File: config.mk
export PLATFORM = sky130hd
export DESIGN_NAME = lsu_mem_stage
export DESIGN_NICKNAME = d
export VERILOG_FILES = /design/src/rtl/lsu_mem_stage_pkg.sv /design/src/rtl/lsu_load_align.sv /design/src/rtl/lsu_mem_stage.sv
export SDC_FILE = /design/constraint.sdc
export NUM_CORES = 1
export LEC_CHECK = 0
export ABC_AREA = 1
export BUFFER_PORTS_ARGS = -buffer_cell sky130_fd_sc_hd__buf_2
export CAP_MARGIN = 25
export CORE_AREA = 8 8 401 403
export DETAILED_ROUTE_END_ITERATION = 10
export DIE_AREA = 0 0 409 411
export GPL_TIMING_DRIVEN = 0
export HOLD_SLACK_MARGIN = 0.05
export PLACE_DENSITY = 0.36
export SLEW_MARGIN = 40
export SYNTH_ARGS = -nofsm -noshare
export SYNTH_HDL_FRONTEND = slang
export SYNTH_SLANG_ARGS = --single-unit
File: constraint.sdc
create_clock -name clk -period 2.3 [get_ports clk]
set_input_delay 0.345 -clock clk [delete_from_list [all_inputs] [get_ports clk]]
set_output_delay 0.345 -clock clk [all_outputs]
set_load 0.01 [all_outputs]
File: src/rtl/lsu_mem_stage_pkg.sv
// Shared definitions for the load/store stage.
//   - memory access size encodings
//   - trap cause codes raised by the stage
//   - stage state encoding
//   - write-back payload bundle and small lane helpers
package lsu_mem_stage_pkg;

  typedef enum logic [1:0] {
    MemB = 2'd0,
    MemH = 2'd1,
    MemW = 2'd2,
    MemD = 2'd3
  } mem_size_e;

  localparam logic [63:0] CauseLoadMisaligned  = 64'd4;
  localparam logic [63:0] CauseLoadAccFault    = 64'd5;
  localparam logic [63:0] CauseStoreMisaligned = 64'd6;
  localparam logic [63:0] CauseStoreAccFault   = 64'd7;

  // "Done" is not a state of its own: it is StIdle with the output slot occupied.
  typedef enum logic [1:0] {
    StIdle  = 2'd0,
    StReq   = 2'd1,
    StResp  = 2'd2,
    StDrain = 2'd3
  } lsu_state_e;

  typedef struct packed {
    logic [63:0] pc;
    logic [63:0] next_pc;
    logic [31:0] inst;
    logic        trap_valid;
    logic        mret_valid;
    logic        sret_valid;
    logic [63:0] trap_cause;
    logic [63:0] trap_tval;
    logic        csr_wen;
    logic        csr_ren;
    logic [11:0] csr_addr;
    logic [4:0]  rd;
    logic        dest_wen;
    logic [63:0] data;
  } wb_payload_t;

  // Low address bits must be zero for the access size; bytes are always aligned.
  function automatic logic is_misaligned(logic [2:0] addr_lo, logic [1:0] size);
    logic mis;
    case (size)
      MemH:    mis = addr_lo[0];
      MemW:    mis = |addr_lo[1:0];
      MemD:    mis = |addr_lo;
      default: mis = 1'b0;
    endcase
    return mis;
  endfunction

  function automatic logic [7:0] size_mask(logic [1:0] size);
    logic [7:0] m;
    case (size)
      MemH:    m = 8'h03;
      MemW:    m = 8'h0F;
      MemD:    m = 8'hFF;
      default: m = 8'h01;
    endcase
    return m;
  endfunction

  // Replicating the store operand puts it on every lane; wstrb picks the right one.
  function automatic logic [63:0] lane_replicate(logic [63:0] d, logic [1:0] size);
    logic [63:0] r;
    case (size)
      MemH:    r = {4{d[15:0]}};
      MemW:    r = {2{d[31:0]}};
      MemD:    r = d;
      default: r = {8{d[7:0]}};
    endcase
    return r;
  endfunction

endpackage

File: src/rtl/lsu_load_align.sv
// Load data alignment: shifts the 64-bit response right by the byte offset and
// sign- or zero-extends the selected width.
//   resp_data      raw 64-bit memory response
//   addr_lo        byte offset within the doubleword
//   mem_size       0=B 1=H 2=W 3=D
//   load_unsigned  zero-extend when set
//   load_data      aligned, extended result
module lsu_load_align
  import lsu_mem_stage_pkg::*;
(
  input  logic [63:0] resp_data,
  input  logic [2:0]  addr_lo,
  input  logic [1:0]  mem_size,
  input  logic        load_unsigned,
  output logic [63:0] load_data
);

  logic [63:0] shifted;

  always_comb begin
    shifted   = resp_data >> {addr_lo, 3'b000};
    load_data = shifted;
    case (mem_size)
      MemB: load_data = load_unsigned ? {56'd0, shifted[7:0]}
                                      : {{56{shifted[7]}}, shifted[7:0]};
      MemH: load_data = load_unsigned ? {48'd0, shifted[15:0]}
                                      : {{48{shifted[15]}}, shifted[15:0]};
      MemW: load_data = load_unsigned ? {32'd0, shifted[31:0]}
                                      : {{32{shifted[31]}}, shifted[31:0]};
      default: load_data = shifted;
    endcase
  end

endmodule

File: src/rtl/lsu_mem_stage.sv
// Load/store pipeline stage between execute and write-back.
// Accepts one instruction from EX_LS, performs at most one data-memory access on a
// valid/ready request + response bus, aligns load data, raises misaligned and
// access-fault traps, and presents the result on the LS_WB register.
//   clk, rst_n          clock, asynchronous active-low reset
//   EX_LS_reg_*         incoming instruction fields; LS_EX_execute_ready back-pressure
//   lsu_req_* / lsu_resp_*  data-memory bus
//   LS_WB_reg_*         outgoing instruction fields; WB_LS_ls_ready, WB_LS_flush_flag
// Optional: define LSU_STAT_CNT_EN to add lsu_load_cnt, lsu_store_cnt, lsu_stall_cnt.
module lsu_mem_stage
  import lsu_mem_stage_pkg::*;
#(
  parameter logic [63:0] RST_PC = 64'h0
) (
  input  logic        clk,
  input  logic        rst_n,
  input  logic        EX_LS_reg_execute_valid,
  output logic        LS_EX_execute_ready,
  input  logic [63:0] EX_LS_reg_PC,
  input  logic [63:0] EX_LS_reg_next_PC,
  input  logic [31:0] EX_LS_reg_inst,
  input  logic        EX_LS_reg_trap_valid,
  input  logic        EX_LS_reg_mret_valid,
  input  logic        EX_LS_reg_sret_valid,
  input  logic [63:0] EX_LS_reg_trap_cause,
  input  logic [63:0] EX_LS_reg_trap_tval,
  input  logic        EX_LS_reg_csr_wen,
  input  logic        EX_LS_reg_csr_ren,
  input  logic [11:0] EX_LS_reg_csr_addr,
  input  logic [4:0]  EX_LS_reg_rd,
  input  logic        EX_LS_reg_dest_wen,
  input  logic [63:0] EX_LS_reg_data,
  input  logic        EX_LS_reg_load_valid,
  input  logic        EX_LS_reg_store_valid,
  input  logic [1:0]  EX_LS_reg_mem_size,
  input  logic        EX_LS_reg_load_unsigned,
  input  logic [63:0] EX_LS_reg_store_data,
  output logic        lsu_req_valid,
  input  logic        lsu_req_ready,
  output logic [63:0] lsu_req_addr,
  output logic        lsu_req_wen,
  output logic [63:0] lsu_req_wdata,
  output logic [7:0]  lsu_req_wstrb,
  input  logic        lsu_resp_valid,
  input  logic [63:0] lsu_resp_data,
  input  logic        lsu_resp_error,
  output logic        LS_WB_reg_ls_valid,
  input  logic        WB_LS_ls_ready,
  input  logic        WB_LS_flush_flag,
  output logic [63:0] LS_WB_reg_PC,
  output logic [63:0] LS_WB_reg_next_PC,
  output logic [31:0] LS_WB_reg_inst,
  output logic        LS_WB_reg_trap_valid,
  output logic        LS_WB_reg_mret_valid,
  output logic        LS_WB_reg_sret_valid,
  output logic [63:0] LS_WB_reg_trap_cause,
  output logic [63:0] LS_WB_reg_trap_tval,
  output logic        LS_WB_reg_csr_wen,
  output logic        LS_WB_reg_csr_ren,
  output logic [11:0] LS_WB_reg_csr_addr,
  output logic [4:0]  LS_WB_reg_rd,
  output logic        LS_WB_reg_dest_wen,
  output logic [63:0] LS_WB_reg_data
`ifdef LSU_STAT_CNT_EN
  ,
  output logic [63:0] lsu_load_cnt,
  output logic [63:0] lsu_store_cnt,
  output logic [63:0] lsu_stall_cnt
`endif
);

  localparam wb_payload_t WbReset = '{pc: RST_PC, next_pc: RST_PC, default: '0};

  lsu_state_e  state_q, state_d;
  logic        ls_valid_q, ls_valid_d;
  wb_payload_t wb_q, wb_d;

  // Access context held from acceptance until the response returns.
  logic        is_load_q, is_load_d;
  logic [1:0]  size_q, size_d;
  logic        unsigned_q, unsigned_d;
  logic [63:0] addr_q, addr_d;
  logic        wen_q, wen_d;
  logic [63:0] wdata_q, wdata_d;
  logic [7:0]  wstrb_q, wstrb_d;

  logic        accept;
  logic        mem_op;
  logic        misaligned;
  logic [63:0] load_data;

  lsu_load_align u_load_align (
    .resp_data     (lsu_resp_data),
    .addr_lo       (addr_q[2:0]),
    .mem_size      (size_q),
    .load_unsigned (unsigned_q),
    .load_data     (load_data)
  );

  assign LS_EX_execute_ready = (state_q == StIdle) && !ls_valid_q;
  assign accept     = EX_LS_reg_execute_valid && LS_EX_execute_ready && !WB_LS_flush_flag;
  assign mem_op     = EX_LS_reg_load_valid || EX_LS_reg_store_valid;
  assign misaligned = is_misaligned(EX_LS_reg_data[2:0], EX_LS_reg_mem_size);

  always_comb begin
    state_d    = state_q;
    ls_valid_d = ls_valid_q;
    wb_d       = wb_q;
    is_load_d  = is_load_q;
    size_d     = size_q;
    unsigned_d = unsigned_q;
    addr_d     = addr_q;
    wen_d      = wen_q;
    wdata_d    = wdata_q;
    wstrb_d    = wstrb_q;

    unique case (state_q)
      StIdle: begin
        if (ls_valid_q && (WB_LS_ls_ready || WB_LS_flush_flag)) begin
          ls_valid_d = 1'b0;
        end
        // accept implies the output slot is empty, so this never races the clear above
        if (accept) begin
          wb_d.pc         = EX_LS_reg_PC;
          wb_d.next_pc    = EX_LS_reg_next_PC;
          wb_d.inst       = EX_LS_reg_inst;
          wb_d.trap_valid = EX_LS_reg_trap_valid;
          wb_d.mret_valid = EX_LS_reg_mret_valid;
          wb_d.sret_valid = EX_LS_reg_sret_valid;
          wb_d.trap_cause = EX_LS_reg_trap_cause;
          wb_d.trap_tval  = EX_LS_reg_trap_tval;
          wb_d.csr_wen    = EX_LS_reg_csr_wen;
          wb_d.csr_ren    = EX_LS_reg_csr_ren;
          wb_d.csr_addr   = EX_LS_reg_csr_addr;
          wb_d.rd         = EX_LS_reg_rd;
          wb_d.dest_wen   = EX_LS_reg_dest_wen && !EX_LS_reg_store_valid;
          wb_d.data       = EX_LS_reg_data;
          if (!mem_op || EX_LS_reg_trap_valid) begin
            ls_valid_d = 1'b1;
          end else if (misaligned) begin
            ls_valid_d      = 1'b1;
            wb_d.trap_valid = 1'b1;
            wb_d.trap_cause = EX_LS_reg_load_valid ? CauseLoadMisaligned : CauseStoreMisaligned;
            wb_d.trap_tval  = EX_LS_reg_data;
            wb_d.dest_wen   = 1'b0;
          end else begin
            state_d    = StReq;
            is_load_d  = EX_LS_reg_load_valid;
            size_d     = EX_LS_reg_mem_size;
            unsigned_d = EX_LS_reg_load_unsigned;
            addr_d     = EX_LS_reg_data;
            wen_d      = EX_LS_reg_store_valid;
            wdata_d    = lane_replicate(EX_LS_reg_store_data, EX_LS_reg_mem_size);
            wstrb_d    = size_mask(EX_LS_reg_mem_size) << EX_LS_reg_data[2:0];
          end
        end
      end
      StReq: begin
        if (WB_LS_flush_flag) begin
          // A handshake in the flush cycle has reached memory, so its response must be eaten.
          state_d = lsu_req_ready ? StDrain : StIdle;
        end else if (lsu_req_ready) begin
          state_d = StResp;
        end
      end
      StResp: begin
        if (WB_LS_flush_flag) begin
          state_d = lsu_resp_valid ? StIdle : StDrain;
        end else if (lsu_resp_valid) begin
          state_d    = StIdle;
          ls_valid_d = 1'b1;
          if (lsu_resp_error) begin
            wb_d.trap_valid = 1'b1;
            wb_d.trap_cause = is_load_q ? CauseLoadAccFault : CauseStoreAccFault;
            wb_d.trap_tval  = addr_q;
            wb_d.dest_wen   = 1'b0;
          end else if (is_load_q) begin
            wb_d.data = load_data;
          end
        end
      end
      StDrain: begin
        if (lsu_resp_valid) begin
          state_d = StIdle;
        end
      end
      default: state_d = StIdle;
    endcase
  end

  always_ff @(posedge clk or negedge rst_n) begin
    if (!rst_n) begin
      state_q    <= StIdle;
      ls_valid_q <= 1'b0;
      wb_q       <= WbReset;
      is_load_q  <= 1'b0;
      size_q     <= 2'd0;
      unsigned_q <= 1'b0;
      addr_q     <= 64'd0;
      wen_q      <= 1'b0;
      wdata_q    <= 64'd0;
      wstrb_q    <= 8'd0;
    end else begin
      state_q    <= state_d;
      ls_valid_q <= ls_valid_d;
      wb_q       <= wb_d;
      is_load_q  <= is_load_d;
      size_q     <= size_d;
      unsigned_q <= unsigned_d;
      addr_q     <= addr_d;
      wen_q      <= wen_d;
      wdata_q    <= wdata_d;
      wstrb_q    <= wstrb_d;
    end
  end

  assign lsu_req_valid = (state_q == StReq);
  assign lsu_req_addr  = addr_q;
  assign lsu_req_wen   = wen_q;
  assign lsu_req_wdata = wdata_q;
  assign lsu_req_wstrb = wstrb_q;

  assign LS_WB_reg_ls_valid   = ls_valid_q;
  assign LS_WB_reg_PC         = wb_q.pc;
  assign LS_WB_reg_next_PC    = wb_q.next_pc;
  assign LS_WB_reg_inst       = wb_q.inst;
  assign LS_WB_reg_trap_valid = wb_q.trap_valid;
  assign LS_WB_reg_mret_valid = wb_q.mret_valid;
  assign LS_WB_reg_sret_valid = wb_q.sret_valid;
  assign LS_WB_reg_trap_cause = wb_q.trap_cause;
  assign LS_WB_reg_trap_tval  = wb_q.trap_tval;
  assign LS_WB_reg_csr_wen    = wb_q.csr_wen;
  assign LS_WB_reg_csr_ren    = wb_q.csr_ren;
  assign LS_WB_reg_csr_addr   = wb_q.csr_addr;
  assign LS_WB_reg_rd         = wb_q.rd;
  assign LS_WB_reg_dest_wen   = wb_q.dest_wen;
  assign LS_WB_reg_data       = wb_q.data;

`ifdef LSU_STAT_CNT_EN
  logic [63:0] load_cnt_q, store_cnt_q, stall_cnt_q;
  logic        access_ok;

  assign access_ok = (state_q == StResp) && lsu_resp_valid && !lsu_resp_error &&
                     !WB_LS_flush_flag;

  always_ff @(posedge clk or negedge rst_n) begin
    if (!rst_n) begin
      load_cnt_q  <= 64'd0;
      store_cnt_q <= 64'd0;
      stall_cnt_q <= 64'd0;
    end else begin
      if (access_ok && is_load_q)  load_cnt_q  <= load_cnt_q + 64'd1;
      if (access_ok && !is_load_q) store_cnt_q <= store_cnt_q + 64'd1;
      if ((state_q == StReq) || (state_q == StResp)) stall_cnt_q <= stall_cnt_q + 64'd1;
    end
  end

  assign lsu_load_cnt  = load_cnt_q;
  assign lsu_store_cnt = store_cnt_q;
  assign lsu_stall_cnt = stall_cnt_q;
`endif

endmodule

Word level (Yosys, flattened, before mapping)
Cells that the tools add are included.
Widths: inputs -> output; s select.
Word-level totals
  register bits after elaboration: 519
  bits of input ports: 516
  output and inout port bits: 515
Operators by class
  eq/ne operators: 17
  shifts and indexed selects: 2
  muxes and demuxes: 51
  bitwise logic cells: 2
  reductions and logical operators: 23
Operator list (number)
  $mux 128: 5
  $pmux 64 s3: 2
  $mux 64: 5
  $pmux 128 s2: 1
  $mux 215: 1
  $mux 65: 2
  $pmux 65 s2: 1
  $shr 64x6->64: 1
  $mux 8: 4
  $pmux 8 s3: 1
  $mux 2: 11
  $ne 2x2->1 const B: 8
  $mux 1: 14
  $eq 2x2->1 const B: 5
  $pmux 2 s4: 1
  $reduce_and 4->1: 2
  $shl 8x3->8: 1
  $eq 2x1->1 const B: 3
  $reduce_and 6->1: 1
  $logic_and 1x1->1: 5
  $reduce_and 5->1: 1
  $logic_not 1->1: 4
  $logic_not 2->1: 2
  $pmux 1 s2: 2
  other kinds (9): 12

Depth between registers and ports, before layout
Gate-level depths: netlist of run 1.
  depth after elaboration: 8
  gate-level depth with buffers: 14

By module
Synthesis of run 1 repeated with hierarchy kept, for this count alone.
Second synthesis, totals
  cell total of the unflattened synthesis: 3432
  area total of the unflattened synthesis: 25463.2 um^2
By module, submodules not included
  lsu_mem_stage: times used 1, cells an instance 2957, area each 23084.6 um^2, seq. area each 12987.5 um^2
  lsu_load_align: times used 1, cells an instance 475, area each 2378.5 um^2, seq. area each 0.0 um^2

Least setup slack after synthesis of run 1
No wires, ideal clock.
  path type: register to register
  start point: reg state_q[0]
  end point: reg wb_q, in the netlist LS_WB_reg_trap_cause[22]
  data arrival time: 1.587 ns
  required time: 2.182 ns
  slack: 0.595 ns
  stages on the path, launching flop included: 12
  cell sequence: dfrtp_1 -> inv_1 -> nand2_1 -> nor2_2 -> nand3_2 -> inv_2 -> o21ai_1 -> buf_2 -> buf_4 -> buf_4 -> nand2_1 -> nand2_1
Between the ends
  word-level cells in the longest chain between the ends: 6
  elaborated cells between the ends (all ways): 12
  those cells by class: eq/ne: 5; mux: 1; reduce/logical: 6
Ends and longest elaborated chain
  from (decl): RTL line lsu_mem_stage.sv:74  | lsu_state_e state_q, state_d;
  from (signal assigned): RTL line lsu_mem_stage.sv:193  | state_q <= StIdle;
  from (signal assigned): RTL line lsu_mem_stage.sv:204  | state_q <= state_d;
  $logic_not 2->1: RTL line lsu_mem_stage.sv:100  | assign LS_EX_execute_ready = (state_q == StIdle) && !ls_valid_q;
  $logic_and 1x1->1: RTL line lsu_mem_stage.sv:100
  named net LS_EX_execute_ready: RTL line lsu_mem_stage.sv:18  | output logic LS_EX_execute_ready,
  $logic_and 1x1->1 (2 in a row): RTL line lsu_mem_stage.sv:101  | assign accept = EX_LS_reg_execute_valid && LS_EX_execute_ready && !WB_LS_flush_flag;
  $ne 2x2->1 (no source line)
  $reduce_and 5->1 (no source line)
  to (signal assigned): RTL line lsu_mem_stage.sv:195  | wb_q <= WbReset;
  to (signal assigned): RTL line lsu_mem_stage.sv:206  | wb_q <= wb_d;
  to (decl): RTL line lsu_mem_stage.sv:76  | wb_payload_t wb_q, wb_d;
The timed path passes the listed nets, and every way through them passes these cells.
A chain may end at the register's enable or synchronous reset.

Worst setup path in the final report of run 1
  start point: reg addr_q[2] (netlist: lsu_req_addr[2])
  end point: reg wb_q, in the netlist LS_WB_reg_data[28]
Between the ends
  word-level cells in the longest chain between the ends: 8
  elaborated cells between the ends (all ways): 10
  those cells by class: shift: 1; mux: 9
Ends and longest elaborated chain
  from (decl): RTL line lsu_mem_stage.sv:82  | logic [63:0] addr_q, addr_d;
  from (signal assigned): RTL line lsu_mem_stage.sv:210  | addr_q <= addr_d;
  $shr 64x6->64 (*): RTL line lsu_load_align.sv:21  | shifted = resp_data >> {addr_lo, 3'b000};
  $mux 64 (on tied branches): RTL line lsu_load_align.sv:28, lsu_load_align.sv:24, lsu_load_align.sv:26
  $pmux 64 s3 (*): RTL line lsu_load_align.sv:23  | case (mem_size)
  $mux 64 (*): RTL line lsu_mem_stage.sv:177  | end else if (is_load_q) begin
  $mux 64 (*): RTL line lsu_mem_stage.sv:172  | if (lsu_resp_error) begin
  $mux 65 (*): RTL line lsu_mem_stage.sv:169  | end else if (lsu_resp_valid) begin
  $mux 65 (*): RTL line lsu_mem_stage.sv:167  | if (WB_LS_flush_flag) begin
  $pmux 65 s2 (*): RTL line lsu_mem_stage.sv:117  | unique case (state_q)
Every way passes the cells marked *; elsewhere a longest branch is shown, timed or not. The select of a mux whose other input is x is not followed.

==> results of run 1 <==
==> layout by cell type, fill, tap and decap left out, types with 21 or more instances in the layout <==
cell           count
clkbuf_1          71
a21oi_1          269
o21ai_0           55
dlygate4sd3_1    441
dfrtp_1          516
nand3_1          252
inv_1            168
buf_2           1114
nand4_1           36
o211ai_1          21
o21ai_1          150
clkbuf_16         74
nor2_1           170
buf_6             26
clkbuf_2          23
nand2_1         1181
==> registers in the layout, summed over array words and instances (netlist names), 12 cells and up <==
signal / count
LS_WB_reg_trap_cause: 64
LS_WB_reg_next_PC: 64
LS_WB_reg_data: 64
lsu_req_addr: 64
lsu_req_wdata: 64
LS_WB_reg_trap_tval: 64
LS_WB_reg_csr_addr: 12
LS_WB_reg_inst: 32
LS_WB_reg_PC: 64
==> cell type report <==
class,instances,area (um^2),area share (%)
antenna,12,30.0,0.0751
buffer,221,1270,3.18
clock buffer,105,2140,5.35
clock inverter,23,394,0.986
inverter,181,693,1.73
multi-input combinational,2257,10100,25.2
sequential,519,13000,32.5
tap,2058,2570,6.44
timing repair buffer,1483,9840,24.6
==> power groups by stage <==
stage	logic (mW)	registers, mW	clock network (mW)
final	25.4	16.3	12.1
after global routing	27.7	16.8	12.8
after global placement	24.5	16.3	0
after CTS	25.6	16.2	12.6
after floorplan	9.64	17.7	0
after detailed placement	24.5	16.3	0
==> repair_timing <==
action | in CTS | in global routing
hold buffers | 441 | 0
setup buffers | 5 | 2
endpoints found under the hold margin | 770 | 0
gates resized for setup | 75 | 72
endpoints found under the setup margin | 409 | 164
pin swaps | 3 | 1
==> kinds of logic (layout without fill, tap and decap cells) <==
logic type,Yosys count,in the layout,share of synthesized area (%)
AOI/OAI and AO/OA,551,551,12.0
and+or+nand+nor,1706,1706,28.0
DFF,519,519,52.6
buffers and inverters,403,2013,7.39
other,0,12,0
==> worst max-delay path: cells and delay by family, from the launching register on <==
| kind | cells | cell delay (ps) |
|---|---|---|
| AO/OA/AOI/OAI | 2 | 500 |
| AND/OR/NAND/NOR | 4 | 420 |
| buffers and inverters | 2 | 820 |
| flip-flops | 1 | 460 |
==> worst max-delay path by stage <==
stage | from | end | slack, ps
2_1_floorplan | state_q[0] | LS_WB_reg_trap_cause[22] | 600
3_3_place_gp | rst_n | lsu_req_wdata[41] | -11860
3_5_place_dp | EX_LS_reg_mem_size[0] | LS_WB_reg_trap_tval[2] | -850
4_1_cts | lsu_req_addr[0] | LS_WB_reg_data[16] | 4
5_1_grt | lsu_req_addr[0] | LS_WB_reg_data[56] | 4
6_report | lsu_req_addr[2] | LS_WB_reg_data[28] | 20
==> metal layers <==
layer | part of all wire [%] | GRT usage, % | wire [um] | vias up
li1 | - | - | - | 13400
met1 | 42 | 25.0 | 74100 | 14100
met2 | 48 | 34.3 | 85700 | 990
met3 | 6.9 | 5.51 | 12200 | 224
met5 | 0.15 | 0 | 274 | -
met4 | 2.9 | 5.48 | 5230 | 42
==> stage by stage <==
stage | TNS (ps) | hold WS, ps | power, mW
global placement | -6337530 | 458 | 40.7
floorplan | 0 | 49.4 | 27.4
finish | 0 | 91.5 | 53.8
CTS | 0 | 53.8 | 54.4
global route | 0 | 81.5 | 57.3
detailed placement | -169660 | 216 | 40.8
==> Yosys cell counts, drive strengths merged, types with 2 or more instances <==
cell / instances
nor3: 16
a22oi: 4
o21ai: 211
or2: 13
a21oi: 275
nand4: 36
a221oi: 5
buf: 138
clkbuf: 84
nand2: 1202
a2111oi: 3
o221ai: 2
a41oi: 6
dfrtp: 519
nor2: 178
nand3: 257
a211oi: 17
a22o: 4
o211ai: 21
and2: 3
inv: 180
==> impl_metrics.toml, run 1 <==
[critical_path]
crit_arrival_ps = 2880
crit_path_max_fanout = 10
path_class = "reg -> reg"
worstSetupStartpointType = "register"
r2r_setup_slack_ps = 20
slowest_delay_ps = 590
path_cells = "clkinv_1, clkbuf_1, o211ai_1, nand2_1, nand2_1, nand2_1, nand2_1, a21oi_1"
reg2regPathDepth = 8
cp_slowest_cell = "clkbuf_1"
cpMostUsedCell = "nand2_1"
reg2reg_from = "lsu_req_addr[2]"
cp.required_ps = 2900
crit_path_end_kind = "register"
reg2reg_to = "LS_WB_reg_data[28]"

[die]
die_x_um = 409
dieArea_um2 = 168000
die_h_um = 411
start_util_pct = 16.0
core_area_um2 = 155000
std_cell_rows = 145
io_pins = 1031

[final_layout]
synthToLayoutAreaGrowth_pct = 61.9
num-nets-final = 5253
drive_gt1_share_pct = 29.1
final_util_pct = 25.8
n_fill_cell = 17300
postLayoutCellArea_um2 = 40000
final_cells = 6859

[timing]
maxSlewHeadroom_pct = 44.5
hold_viol = 0
tightest_slew_ps = 812
setup_slack_ps = 23.3
fmax_ghz = 0.439
period_share_pct = 99.0
setup_viol = 0
finalClockSkew_ps = 22.4
rsz0062_at_grt = "false"
layout_min_cycle_time_ps = 2280
drv_slew = 0

[route]
drc = 0
drtIter0Drc = 2036
antenna_left = 0
vias = 28800
wire_per_inst_um = 25.9
firstDrtPassIters = 8
via_per_inst = 4.20
drt_wl_total_um = 177000

[min_path]
hold_path_class = "in -> reg"
hold_depth = 5
hold_end = "LS_WB_reg_trap_tval[4]"
hold_path_startpoint = "EX_LS_reg_trap_tval[4]"

[placed_design]
placed_area_um2 = 32600
gp_congestion = 0.914
preCtsSetupSlack_ps = -851
placedCellCount = 6272
dp_hpwl_um = 145000
io_buffers = 1029

[pwr]
leakage_nw = 20.7
intPower_mw = 29.0
vdd_drop_max_v = 0.000715
switchingPower_mw = 24.8
p_seq_share_pct = 30.3
clkPwrFrac_pct = 22.5
pwr-share-comb_pct = 47.2
switching_share_pct = 46.1
cellPowerDensity_nw_per_um2 = 1350

[logic_synthesis]
yosys_warnings = 0
syn_inst = 3179
ys_ff_latch = 519
ys_types = 39
synth_top_cell_area_share_pct = 52.6
async_reset_ff_share_pct = 100
ys_seq_area_share_pct = 52.6
yosys.area.top_type = "dfrtp_1"
avgSynthCellArea_um2 = 7.77
syn_area_um2 = 24700
synth-edff-count = 0
synth.top_cells.by_area = "dfrtp_1 (53%), nand2_1 (18%), a21oi_1 (5.6%)"
ys.flop_type = "dfrtp_1"
synth_nets = 3695

[global_routing]
grt-ovfl-total = 0
track_usage_pct = 20.1
grt_pass1_wl_um = 243000
grt_max_degree = 89
antenna_found_initial = 42
grt_pass1_vias = 29900

[flow_run]
max_cap_violations = 0

[cts]
h-tree-depth = 3
cts_root_buf = "clkbuf_16"
cts_made_buffers = 74
cts_max_path_buffers = 3
clock_sinks = 519
insertion_delay_ps = 670
cts_tree = "yes"
clk_pin_slew_ps = 60

[run_status]
outcome = "completed"
No activity file was read; power rests on OpenSTA's default activity.
==> run 2, diff against run 1 <==
Settings changed: CTS_BUF_LIST from default to sky130_fd_sc_hd__clkbuf_16.
==> run 2 against run 1 <==
  * Wire length fell by 0.15%
  * Clock skew increased by 2.6 ps
  * Flip-flop and latch count did not move
  * Clock power is 5% lower
  * Global-route usage is essentially flat
  * Hold slack hardly changed
  * Worst setup slack improved by 12 ps
  * Combinational power about the same
  * Fmax is 0.55% higher
  * Register-to-register slack about the same
  * Highest routed layer unchanged
==> impl_metrics.toml, run 2 (synthesis gave the netlist of run 1 again) <==
[route]
drtIter0Drc = 2077
via_per_inst = 4.20
drt_wl_total_um = 177000
drc = 0
wire_per_inst_um = 25.8
vias = 28800
antenna_left = 0
firstDrtPassIters = 5

[global_routing]
grt-ovfl-total = 0
grt_pass1_wl_um = 243000
antenna_found_initial = 40
grt_pass1_vias = 29800
track_usage_pct = 20.1
grt_max_degree = 89

[die]
dieArea_um2 = 168000
start_util_pct = 16.0
std_cell_rows = 145
core_area_um2 = 155000
die_h_um = 411
die_x_um = 409
io_pins = 1031

[final_layout]
layout_common_cells = "nand2_1 (1181), buf_2 (1115), dfrtp_1 (516)"
num-nets-final = 5253
postLayoutCellArea_um2 = 39800
drive_gt1_share_pct = 28.8
synthToLayoutAreaGrowth_pct = 61.2
final_common_cell = "nand2_1"

[run_status]
outcome = "completed"

[critical_path]
reg2reg_from = "lsu_req_addr[0]"
cp.buffers_inverters = 3
cp_slowest_cell = "dfrtp_2"
cp.required_ps = 2860
cpMostUsedCell = "nand2_1"
crit_path_end_kind = "register"
reg2regPathDepth = 10
slowest_delay_ps = 460
crit_path_max_fanout = 10
r2r_setup_slack_ps = 40
path_class = "reg -> reg"
worstSetupStartpointType = "register"
reg2reg_to = "LS_WB_reg_data[17]"
crit_arrival_ps = 2820
path_cells = "buf_4, buf_6, buf_2, or2_2, o21ai_1, o211ai_1, nand2_2, nand2_1, nand2_1, a21oi_2"
cp_top_family = "simple AND/OR/NAND/NOR gates"

[timing]
rsz0062_at_grt = "false"
holdWs_ps = 91.9
drv_slew = 0
period_share_pct = 98.4
layout_min_cycle_time_ps = 2260
fmax_ghz = 0.442
tightest_slew_ps = 854
maxSlewHeadroom_pct = 41.6
setup_viol = 0
finalClockSkew_ps = 24.9
hold_viol = 0

[cts]
cts_made_buffers = 74
clock_sinks = 519
cts_max_path_buffers = 3
h-tree-depth = 3
clk_pin_slew_ps = 60
insertion_delay_ps = 670
cts_tree = "yes"
cts_root_buf = "clkbuf_16"

[min_path]
hold_path_class = "in -> reg"
hold_depth = 5
hold_path_startpoint = "EX_LS_reg_trap_tval[4]"
hold_end = "LS_WB_reg_trap_tval[4]"

[pwr]
cellPowerDensity_nw_per_um2 = 1340
leakage_nw = 20.7
vdd_drop_max_v = 0.000621

[placed_design]
io_buffers = 1029
dp_hpwl_um = 145000
gp_congestion = 0.914
placed_area_um2 = 32600

[flow_run]
max_cap_violations = 0
[run 2: metal layers]
| layer | GRT usage, % | part of all wire (%) | vias up |
|---|---|---|---|
| met1 | 25.0 | 42 | 14100 |
| met5 | 0 | 0.13 | - |
| li1 | - | - | 13400 |
| met4 | 5.50 | 2.9 | 38 |
| met2 | 34.3 | 48 | 1012 |
| met3 | 5.48 | 7.0 | 221 |
[run 2: what timing repair did]
| item | CTS | global route |
|---|---|---|
| hold buffers | 441 | 0 |
| buffers inserted | 5 | 2 |
| endpoints found under the setup margin | 409 | 163 |
| hold endpoints to repair | 770 | 0 |
| gates resized for setup | 75 | 71 |
| pin swaps | 3 | 1 |
[run 2: worst register-to-register path: cells and delay by family, from the launching register on]
family	cells	cell delay, ps
DFF	1	460
AOI/OAI and AO/OA	3	460
and+or+nand+nor	4	690
buffers and inverters	3	540
[run 2: stage by stage]
stage               setup TNS (ps)  power, mW  util, %  setup WS (ps)  cells
finish                           0       53.2     25.7           35.7   6860
global route                     0       56.6     25.7           1.71   6851
CTS                              0       53.8     25.6           3.83   6846
detailed placement         -169660       40.8     21.1           -851   6272
global placement          -6337530       40.7     21.0         -11860   6266
floorplan                        0       27.4        -            595   3179
[run 2: power breakdown]
part | leakage [nW] | internal, mW | total [mW] | switching, mW
clock network | 1.19 | 6.48 | 11.5 | 5.01
logic | 13.0 | 8.49 | 25.4 | 16.9
registers | 6.49 | 13.4 | 16.3 | 2.89
total | 20.7 | 28.4 | 53.2 | 24.8
[run 2: how the worst max path moves through the flow]
stage | slack [ps] | depth (start not counted) | endpoint | start
after floorplan | 600 | 11 | LS_WB_reg_trap_cause[22] | state_q[0]
after global placement | -11860 | 1 | lsu_req_wdata[41] | rst_n
after detailed placement | -850 | 9 | LS_WB_reg_trap_tval[2] | EX_LS_reg_mem_size[0]
after CTS | 4 | 11 | LS_WB_reg_data[16] | lsu_req_addr[0]
after global routing | 2 | 12 | LS_WB_reg_data[11] | lsu_req_addr[0]
final | 40 | 10 | LS_WB_reg_data[17] | lsu_req_addr[0]
[run 2: layout make-up]
cell class | count | area (um^2)
fill | 17300 | 115000
clock inverter | 54 | 510
multi-input combinational | 2257 | 10100
antenna | 13 | 32.5
buffer | 221 | 1270
tap | 2058 | 2570
clock buffer | 74 | 1850
timing repair buffer | 1483 | 9840
sequential | 519 | 13000
inverter | 181 | 693
==> run 3, diff against run 2 <==
Settings changed: ABC_AREA 1 to 0, CORE_AREA 8 8 401 403 to 8 8 391 393, DIE_AREA 0 0 409 411 to 0 0 399 401, PLACE_DENSITY 0.36 to 0.37, TNS_END_PERCENT from default to 1.
==> run 3 against run 2 <==
  * First-iteration DRC count fell by 31%
  * Utilization up 0.40 points
  * Global-route usage fell by 1.7 points
  * Die area fell by 4.8%
==> impl_metrics.toml, run 3 <==
[logic_synthesis]
ys_types = 59
synth-edff-count = 0
synth_nets = 2784
syn_area_um2 = 23400
yosys_warnings = 0
yosys.area.top_type = "dfrtp_1"
avgSynthCellArea_um2 = 10.3
ys_top_cells_by_count = "nand2_1 (713), dfrtp_1 (519), mux2i_1 (156), clkbuf_1 (101), mux2_2 (92)"
synth_top_cell_area_share_pct = 55.4
synth_most_common_cell = "nand2_1"
async_reset_ff_share_pct = 100
ys_ff_latch = 519
synth.top_cells.by_area = "dfrtp_1 (55%), nand2_1 (11%), mux2i_1 (6.7%)"
ys_seq_area_share_pct = 55.4
syn_inst = 2268
ys.flop_type = "dfrtp_1"

[placed_design]
io_buffers = 1028
dp_hpwl_um = 123000
placedCellCount = 5234
preCtsSetupSlack_ps = -1150
gp_congestion = 0.884

[global_routing]
grt_pass1_vias = 25800
grt_max_degree = 91
grt-ovfl-total = 0
antenna_found_initial = 54
track_usage_pct = 18.4
grt_pass1_wl_um = 210000

[critical_path]
r2r_setup_slack_ps = 40
reg2reg_from = "lsu_req_addr[0]"
crit_end = "LS_WB_reg_data[3]"
worst_setup_path_startpoint = "lsu_req_addr[0]"
cp.required_ps = 2880
crit_path_end_kind = "register"
crit_path_max_fanout = 10
reg2regPathDepth = 8
crit_arrival_ps = 2840
path_class = "reg -> reg"
reg2reg_to = "LS_WB_reg_data[3]"
worstSetupStartpointType = "register"

[final_layout]
synthToLayoutAreaGrowth_pct = 63.6
multi_input_area_um2 = 9800
final_common_cell = "buf_2"
n_fill_cell = 16100
drive_gt1_share_pct = 37.2
final_cells = 5816
final_util_pct = 26.1
layout_common_cells = "buf_2 (1043), nand2_1 (712), dfrtp_1 (515)"
num-nets-final = 4332
ff_latch_area_um2 = 13000

[route]
firstDrtPassIters = 5
drc = 0
drt-met1-wl_um = 62200
vias = 24400
wl_met3_um = 12600
topRoutingLayerUsed = "met5"
wire_per_inst_um = 26.4
antenna_left = 0
via_per_inst = 4.19
drt_wl_total_um = 154000
drtIter0Drc = 1427
wl_met2_um = 74200

[die]
die_x_um = 399
start_util_pct = 16.0
std_cell_rows = 141
die_h_um = 401
io_pins = 1031
dieArea_um2 = 160000
core_area_um2 = 147000

[timing]
fmax_ghz = 0.443
tightest_slew_ps = 851
setup_viol = 0
hold_viol = 0
drv_slew = 0
maxSlewHeadroom_pct = 43.3
rsz0062_at_grt = "true"
tns_ps = 0
period_share_pct = 98.1
setup_slack_ps = 43.2
layout_min_cycle_time_ps = 2260
finalClockSkew_ps = 34.3

[pwr]
leakage_nw = 18.7
vdd_drop_max_v = 0.000711
cellPowerDensity_nw_per_um2 = 1230

[cts]
cts_max_path_buffers = 3
insertion_delay_ps = 660
cts_tree = "yes"
clk_pin_slew_ps = 60
h-tree-depth = 3
cts_made_buffers = 70
clock_sinks = 519
cts_root_buf = "clkbuf_16"

[flow_run]
max_cap_violations = 0

[min_path]
hold_path_class = "in -> reg"
hold_depth = 5

[run_status]
outcome = "completed"
==> run 3: cell count changes after synthesis, sizes merged, moves of 64 or more <==
cell | previous run | this run
nand2 | 1202 | 713
nor2 | 178 | 42
buf | 138 | 74
inv | 180 | 5
a21oi | 275 | 79
mux2i | 0 | 156
o21ai | 211 | 72
mux2 | 0 | 92
nand3 | 257 | 61
==> run 3: what timing repair did <==
action	in CTS	in global routing
hold buffers	432	0
gates resized for setup	117	54
pin swaps	5	2
endpoints found under the hold margin	682	0
setup endpoints to repair	517	339
setup buffers	8	0
gates cloned	0	0
==> run 3: where the power goes <==
group | switching [mW] | total [mW] | internal (mW)
logic | 12.4 | 20.3 | 7.95
registers | 2.87 | 16.4 | 13.5
clock network | 4.60 | 10.5 | 5.91
==> run 3: worst max-delay path, cell delays in order, from the launching register on <==
cell and delay [ps]:
dfrtp_1 360, buf_6 150, buf_8 190, buf_8 200, buf_6 190, buf_6 210
mux2i_1 460, a211oi_2 210, o21ai_0 190
==> run 3: worst min path at each step <==
stage,start,to,slack [ps]
after floorplan,rst_n,LS_WB_reg_PC[0],50
after global placement,LS_WB_reg_mret_valid,LS_WB_reg_mret_valid,450
after detailed placement,rst_n,LS_WB_reg_trap_tval[59],250
after CTS,EX_LS_reg_store_data[4],lsu_req_wdata[36],50
after global routing,EX_LS_reg_store_data[4],lsu_req_wdata[4],70
final,EX_LS_reg_store_data[53],lsu_req_wdata[53],130
==> run 3: stage by stage <==
stage	hold WS (ps)	cell area [um^2]	power (mW)
after floorplan	49.4	23400	24.9
after global placement	455	31000	35.9
after detailed placement	248	31300	36.0
after CTS	50.6	38100	47.9
after global routing	69.4	38300	50.0
final	126	38400	47.2
==> run 3: cells by family after synthesis <==
kind of cell,count (synthesis),synth area share (%)
flops,519,55.4
mux,268,13.0
buf+inv,181,3.58
simple gates,871,15.1
compound gates,428,12.9
xor+xnor,1,0.0374
==> run 3: final cells by class <==
type / instances / area share, %
multi-input combinational: 1568 / 25.6
tap: 1930 / 6.30
inverter: 6 / 0.0587
antenna: 21 / 0.137
clock buffer: 72 / 4.70
buffer: 175 / 2.97
sequential: 519 / 33.9
clock inverter: 49 / 0.865
timing repair buffer: 1476 / 25.5
==> run 3: routing by layer <==
| metal | GRT usage, % | up-vias |
|---|---|---|
| li1 | - | 11000 |
| met1 | 22.6 | 12200 |
| met2 | 31.1 | 960 |
| met3 | 5.54 | 207 |
| met4 | 5.21 | 18 |
| met5 | 0 | - |
